`src/rtl/pwm_pkg.sv`:
```
// Shared types and defaults for the PWM duty-ramp path.
package pwm_pkg;

  localparam int DUTY_W = 8;
  localparam int STEP_W = 4;
  localparam int RATE_W = 16;

  typedef logic [DUTY_W-1:0] duty_t;

  localparam duty_t DUTY_MAX = '1;

  typedef enum logic {
    IDLE = 1'b0,
    RAMP = 1'b1
  } ramp_state_e;

endpackage

```
`src/rtl/ramp_prescaler.sv`:
```
// Interval counter: ticks once every limit+1 enabled cycles, restartable by clear.
module ramp_prescaler #(
  parameter int RATE_W = 16
) (
  input  logic              clk,
  input  logic              rst,
  input  logic              clear,
  input  logic              en,
  input  logic [RATE_W-1:0] limit,
  output logic              tick
);

  logic [RATE_W-1:0] count;

  assign tick = en && !clear && (count == limit);

  // The count wraps to zero on the tick so the next interval starts cleanly.
  always_ff @(posedge clk) begin
    if (rst || clear) begin
      count <= '0;
    end else if (en) begin
      count <= tick ? '0 : count + 1'b1;
    end
  end

endmodule

```
`src/rtl/pwm_duty_ramp.sv`:
```
// Slews a registered duty word toward an accepted target in saturating steps.
module pwm_duty_ramp #(
  parameter int DUTY_W = 8,
  parameter int STEP_W = 4,
  parameter int RATE_W = 16
) (
  input  logic              clk,
  input  logic              rst,
  input  logic              en,
  input  logic              tgt_valid,
  output logic              tgt_ready,
  input  logic [DUTY_W-1:0] tgt_duty,
  input  logic [STEP_W-1:0] step,
  input  logic [RATE_W-1:0] rate,
  input  logic              abort,
  output logic [DUTY_W-1:0] duty_out,
  output logic              ramping,
  output logic              done
);

  import pwm_pkg::*;

  ramp_state_e       state_q, state_d;
  logic [DUTY_W-1:0] target_q;
  logic [STEP_W-1:0] step_q;
  logic [RATE_W-1:0] rate_q;
  logic              accept;
  logic              step_go;
  logic              tick;
  logic [DUTY_W-1:0] next_duty;
  logic [DUTY_W:0]   step_ext;
  logic [DUTY_W:0]   up_sum;
  logic [DUTY_W:0]   down_diff;

  assign tgt_ready = (state_q == IDLE) && !rst && en;
  assign ramping   = (state_q == RAMP);

  ramp_prescaler #(
    .RATE_W (RATE_W)
  ) u_prescaler (
    .clk   (clk),
    .rst   (rst),
    .clear (accept),
    .en    (en && (state_q == RAMP)),
    .limit (rate_q),
    .tick  (tick)
  );

  // One extra bit lets the sum and difference be clamped without wrapping.
  assign step_ext  = {{(DUTY_W + 1 - STEP_W){1'b0}}, step_q};
  assign up_sum    = {1'b0, duty_out} + step_ext;
  assign down_diff = {1'b0, duty_out} - step_ext;

  always_comb begin
    next_duty = target_q;
    if (target_q > duty_out) begin
      if (up_sum < {1'b0, target_q}) next_duty = up_sum[DUTY_W-1:0];
    end else if (!down_diff[DUTY_W] && (down_diff[DUTY_W-1:0] > target_q)) begin
      next_duty = down_diff[DUTY_W-1:0];
    end
  end

  always_comb begin
    state_d = state_q;
    accept  = 1'b0;
    step_go = 1'b0;
    case (state_q)
      IDLE: begin
        if (tgt_valid && tgt_ready) begin
          accept = 1'b1;
          if (tgt_duty != duty_out) state_d = RAMP;
        end
      end
      RAMP: begin
        if (en) begin
          if (abort) begin
            state_d = IDLE;
          end else if (tick) begin
            step_go = 1'b1;
            if (next_duty == target_q) state_d = IDLE;
          end
        end
      end
      default: state_d = IDLE;
    endcase
  end

  always_ff @(posedge clk) begin
    if (rst) state_q <= IDLE;
    else     state_q <= state_d;
  end

  // done is registered so it lines up with the first cycle duty_out shows the target.
  always_ff @(posedge clk) begin
    if (rst) begin
      duty_out <= '0;
      target_q <= '0;
      step_q   <= '0;
      rate_q   <= '0;
      done     <= 1'b0;
    end else begin
      done <= 1'b0;
      if (accept) begin
        target_q <= tgt_duty;
        step_q   <= (step == '0) ? STEP_W'(1) : step;
        rate_q   <= rate;
        if (tgt_duty == duty_out) done <= 1'b1;
      end
      if (step_go) begin
        duty_out <= next_duty;
        if (next_duty == target_q) done <= 1'b1;
      end
    end
  end

endmodule

```
`config.mk`:
```
export PLATFORM = sky130hd
export DESIGN_NAME = pwm_duty_ramp
export DESIGN_NICKNAME = d
export VERILOG_FILES = /design/src/rtl/pwm_pkg.sv /design/src/rtl/ramp_prescaler.sv /design/src/rtl/pwm_duty_ramp.sv
export SDC_FILE = /design/constraint.sdc
export NUM_CORES = 1
export LEC_CHECK = 0
export BUFFER_PORTS_ARGS = -buffer_cell sky130_fd_sc_hd__buf_2
export CORE_AREA = 2 2 92 94
export DETAILED_ROUTE_END_ITERATION = 12
export DIE_AREA = 0 0 94 96
export GPL_TIMING_DRIVEN = 0
export PLACE_DENSITY = 0.67
export RECOVER_POWER = 100
export SLEW_MARGIN = 20
export SYNTH_ARGS = -nofsm -noshare
export SYNTH_HDL_FRONTEND = slang
export SYNTH_SLANG_ARGS = --single-unit
export TNS_END_PERCENT = 20
```
`constraint.sdc`:
```
create_clock -name clk -period 5.5 [get_ports clk]
set_input_delay 0.275 -clock clk [delete_from_list [all_inputs] [get_ports clk]]
set_output_delay 0.275 -clock clk [all_outputs]
set_load 0.005 [all_outputs]
```
### Yosys cells after proc, flatten, opt, wreduce, memory -nomap -nowiden

Cells that the tools add are included.

* add/subtract/negate cells: 3
* order comparisons: 3
* reductions and logical operators: 12
* mux-type cells: 22
* bitwise operators: 1
* equality and inequality tests: 4

Operators by type and width (number)
* 8-bit two-way mux: 3
* 16-bit by 1-bit adder with 16-bit output (second input constant): 1
* 16-bit == test: 1
* 8-bit == test: 2
* 8-bit greater-than comparator: 2
* 1-bit two-way mux: 16
* 16-bit two-way mux: 1
* 8-bit by 4-bit adder with 9-bit output: 1
* 9-bit by 8-bit < comparator with 1-bit output: 1
* 8-bit by 4-bit subtractor with 9-bit output: 1
* 8-bit inequality test: 1
* 1-bit logical AND: 7
* 4-bit zero test: 1
* 4-bit two-way mux: 1
* 1-bit zero test: 3
* 1-bit case mux with 2 select lines: 1
* 1-bit logical OR: 1
* 1-bit inverter: 1

* flip-flop bits (word level): 54
* output and inout bits: 11
* input bits: 33

### Depth between registers and ports, before layout

* depth after elaboration: 14
* depth in mapped cells: 17

### Modules after synthesis

A second synthesis with hierarchy kept.

* cell total of the unflattened synthesis: 461
* area total of the unflattened synthesis: 3792.4 sq um

By module, submodules not included
* pwm_duty_ramp: times used 1, cells an instance 359, area each 2902.8 sq um
* ramp_prescaler: times used 1, cells an instance 102, area each 889.6 sq um

### Least setup slack after synthesis

OpenSTA, ideal clock, no wires.

* path kind: register to register
* start point: reg duty_out[3]
* end point: reg state_q (netlist: ramping)
* buffers on the path: 1
* slack: 1638 ps
* arrival time: 3759 ps
* setup time: 103 ps
* required time: 5397 ps
* cell stages (with the launch flop): 16
* cell sequence: dfxtp_1 -> ha_1 -> buf_4 -> and2b_1 -> a2111oi_0 -> xnor2_1 -> inv_1 -> ha_1 -> a21o_1 -> a21o_1 -> a211oi_1 -> or3b_1 -> o21ai_1 -> o211ai_1 -> o211a_1 -> a2111oi_2

* longest elaborated chain between the ends: 11
* elaborated cells on any way between the ends: 19
* those cells by class: 2 x add/sub; 3 x order compare; 2 x eq/ne; 10 x mux; 2 x reduce/logical

RTL lines
* from (decl): RTL line pwm_duty_ramp.sv:16 `output logic [DUTY_W-1:0] duty_out,`
* from (signal assigned): RTL line pwm_duty_ramp.sv:110 `duty_out <= next_duty;`
* 8-bit by 4-bit subtractor with 9-bit output: RTL line pwm_duty_ramp.sv:52 `assign down_diff = {1'b0, duty_out} - step_ext;`
* 8-bit greater-than comparator or 1-bit zero test (tied branches): RTL line pwm_duty_ramp.sv:58 `end else if (!down_diff[DUTY_W] && (down_diff[DUTY_W-1:0] > target_q)) begin`
* 1-bit logical AND: RTL line pwm_duty_ramp.sv:58
* 8-bit two-way mux: RTL line pwm_duty_ramp.sv:58
* 8-bit two-way mux: RTL line pwm_duty_ramp.sv:56 `if (target_q > duty_out) begin`
* 8-bit == test: RTL line pwm_duty_ramp.sv:80 `if (next_duty == target_q) state_d = IDLE;`
* 1-bit two-way mux: RTL line pwm_duty_ramp.sv:80
* 1-bit two-way mux: RTL line pwm_duty_ramp.sv:78 `end else if (tick) begin`
* 1-bit two-way mux: RTL line pwm_duty_ramp.sv:76 `if (abort) begin`
* 1-bit two-way mux: RTL line pwm_duty_ramp.sv:75 `if (en) begin`
* 1-bit case mux with 2 select lines (*): RTL line pwm_duty_ramp.sv:67 `case (state_q)`
* to (signal assigned): RTL line pwm_duty_ramp.sv:90 `else state_q <= state_d;`
* to (decl): RTL line pwm_duty_ramp.sv:23 `ramp_state_e state_q, state_d;`

Mark *: on every way between the ends. The rest lies on a longest branch, timed or not.
A chain may end at the register's enable or synchronous reset.

### Worst setup path after layout

Ends and elaborated chain as after synthesis.

==> impl_metrics.yaml <==
cts:
  hold_buffers: 0
  cts_resized: 0
  htree_levels: 2
  cts_buffers: 5
  cts.sinks: 54
  root_buffer: "clkbuf_8"
  cts.clk_slew.worst_paths_ns: 0.10
  clock_latency_ns: 0.31
  post-cts-setup-buffer-count: 0
  cts_tree: "done"
  cts-root-to-sink-buffers: 2
global_routing:
  antenna_found_initial: 0
  globalRouteTotalUtil_pct: 22.4
  grt_overflow: 0
  grt_max_degree: 17
  grt_pass1_wl_um: 15900
  grt_pass1_vias: 3233
finish:
  drive_above_1_share_pct: 10.5
  nFillCells: 805
  syn2layout_area_growth_pct: 11.2
  num_antenna_cells: 0
  nets: 589
  layout.cells.most_common: "nand2_1"
  final_cell_mix: "nand2_1, dfxtp_1, a21oi_1, buf_2, nor2_1"
sta:
  whs_ns: 0.189
  slew_viol_final: 0
  hold_viol: 0
  period_minus_slack_ns: 4.78
  setup_viol: 0
  slew_headroom_pct: 29.4
  fin_crit_sh_pct: 86.9
  tightest_slew_ns: 1.05
  rsz0062_at_grt: "false"
  fin_skew_ns: 0.00656
  layout_setup_ws_ns: 0.721
  max_freq_mhz: 209
  setup_tns_ns: 0
yosys:
  ys_ff_latch: 54
  synth_nets: 540
  async_flop_share_pct: 0
  synth-edff-count: 0
  yosysWarnings: 0
  synth_top_flop_cell: "dfxtp_1"
  netlist_area_sq_mm: 0.00379
  syn_avg_cell_area_sq_um: 8.01
  ys_types: 62
  synth_seq_area_share_pct: 28.5
  syn_inst: 473
routing:
  dr.pass1.iters: 5
  viasPerCell: 5.58
  wl_met1_um: 4680
  drtIter0Drc: 241
  ant_nets: 0
  vias: 3504
  wl_met2_um: 4470
  drcViolationCount: 0
  maxUsedRoutingLayer: "met4"
  routedWlPerCell_um: 15.6
  wl_met3_um: 386
  wirelength_um: 9810
floorplan:
  die_w_um: 94
  start_util_pct: 47.1
  core-area_sq_mm: 0.00805
  row_count: 33
  die_h_um: 96
  die_area_sq_mm: 0.00902
  ios: 44
setup_path:
  rr_endpoint: "ramping$_SDFF_PP0_"
  crit_path_end_kind: "flip-flop"
  critPathTopFamily: "compound AO/OA/AOI/OAI gates"
  arrival_ns: 5.00
  crit_start: "duty_out[3]$_SDFFE_PP0P_"
  crit_required_ns: 5.72
  crit_buf_inv: 2
  cp_max_fo: 8
  max_stage_delay_ns: 0.54
  worstSetupEndpoint: "ramping$_SDFF_PP0_"
  crit_chain: "ha_1 -> clkbuf_1 -> and2b_1 -> a2111oi_0 -> xnor2_1 -> inv_1 -> ha_1 -> a21o_1 -> a21o_1 -> a211oi_1 -> or3b_1 -> o21ai_0 -> o211ai_1 -> o211a_1 -> a2111oi_2"
  setup.worst_path.start_class: "flip-flop"
  critPathSlowestCell: "a2111oi_0"
  cp.depth: 15
  r2r_slack_ns: 0.72
  r2r-start: "duty_out[3]$_SDFFE_PP0P_"
  critPathKind: "reg -> reg"
  reg2reg_depth: 15
outcome:
  outcome: "complete, no violations"
placement:
  dp_hpwl_um: 7910
  pre_cts_ws_ns: 1.04
  port_buffers: 42
  gp_congestion: 0.972
pwr:
  p_total_w: 0.000905
  ir_drop_uv: 167
  power_density_mw_per_mm2: 215
  power.leakage_nw: 1.64
hold_path:
  holdCritPathClass: "in -> reg"
job:
  max-cap-violations: 0
==> cells in the mapped netlist (all sizes together) (10+ instances only) <==
cell type	count	area, sq um
dfxtp	54	1080
ha	32	400
nand4	12	75.1
xor2	23	201
nor3	13	65.1
nor2	33	124
a21oi	43	215
nand2	74	278
clkbuf	13	48.8
o211ai	10	75.1
inv	29	109
xnor2	31	272
o21ai	14	70.1
==> power breakdown <==
part,switching [W],internal (W)
Combinational,0.000150,0.000108
Clock,0.000133,0.000104
Sequential,0.0000107,0.000399
Total,0.000293,0.000611
==> cell type report <==
type / instances / area (sq um) / area share [%]
Multi-Input combinational cell: 369 / 2510 / 59.5
Clock inverter: 1 / 8.76 / 0.208
Inverter: 29 / 109 / 2.58
Clock buffer: 7 / 86.3 / 2.05
Sequential cell: 54 / 1080 / 25.7
Buffer: 21 / 88.8 / 2.11
Tap cell: 105 / 131 / 3.12
Timing Repair Buffer: 42 / 203 / 4.81
==> registers in the layout (all words and copies together), names as in the netlist <==
name               cells
done                   1
target_q               8
ramping                1
duty_out               8
u_prescaler.count     16
rate_q                16
step_q                 4
==> metal layers <==
layer / GRT usage, % / up-vias
met5: 0 / -
met4: 7.49 / 0
met3: 2.27 / 18
met2: 36.4 / 91
met1: 31.3 / 1647
li1: - / 1748
==> worst min path at each step <==
stage / from / end / slack [ns] / depth (start not counted)
after floorplan: rate[0] / rate_q[0]$_SDFFE_PP0P_ / 0.41 / 2
after global placement: rate_q[0]$_SDFFE_PP0P_ / rate_q[0]$_SDFFE_PP0P_ / 0.46 / 2
after detailed placement: rate_q[0]$_SDFFE_PP0P_ / rate_q[0]$_SDFFE_PP0P_ / 0.46 / 2
after CTS: rate[8] / rate_q[8]$_SDFFE_PP0P_ / 0.18 / 3
after global routing: rate[4] / rate_q[4]$_SDFFE_PP0P_ / 0.18 / 3
final: rate[3] / rate_q[3]$_SDFFE_PP0P_ / 0.19 / 3
==> worst reg2reg max path, cell delays in order, from the launching register on <==
cell       delay (ns)
dfxtp_1          0.47
ha_1             0.28
clkbuf_1         0.22
and2b_1          0.25
a2111oi_0        0.54
xnor2_1          0.25
inv_1            0.12
ha_1             0.31
a21o_1           0.16
a21o_1           0.16
a211oi_1         0.23
or3b_1           0.45
o21ai_0          0.43
o211ai_1         0.24
o211a_1          0.31
a2111oi_2        0.26
==> cell families (layout without fill, tap and decap cells) <==
| kind of cell | after synthesis | count (layout) | synth area share (%) |
|---|---|---|---|
| simple gates | 172 | 172 | 21.5 |
| compound gates | 106 | 106 | 19.1 |
| xor+xnor | 56 | 56 | 13.7 |
| flops | 54 | 54 | 28.5 |
| buf+inv | 50 | 100 | 5.35 |
| fa+ha+maj | 34 | 34 | 11.6 |
| mux | 1 | 1 | 0.297 |
==> through the flow <==
stage | cell area (sq um) | instances | utilization, %
after global routing | 4210 | 628 | 52.3
after global placement | 4130 | 620 | 51.3
after detailed placement | 4130 | 620 | 51.3
after floorplan | 3790 | 473 | -
after CTS | 4230 | 628 | 52.5
final | 4210 | 628 | 52.3
Power figures use the tool's default switching activity.
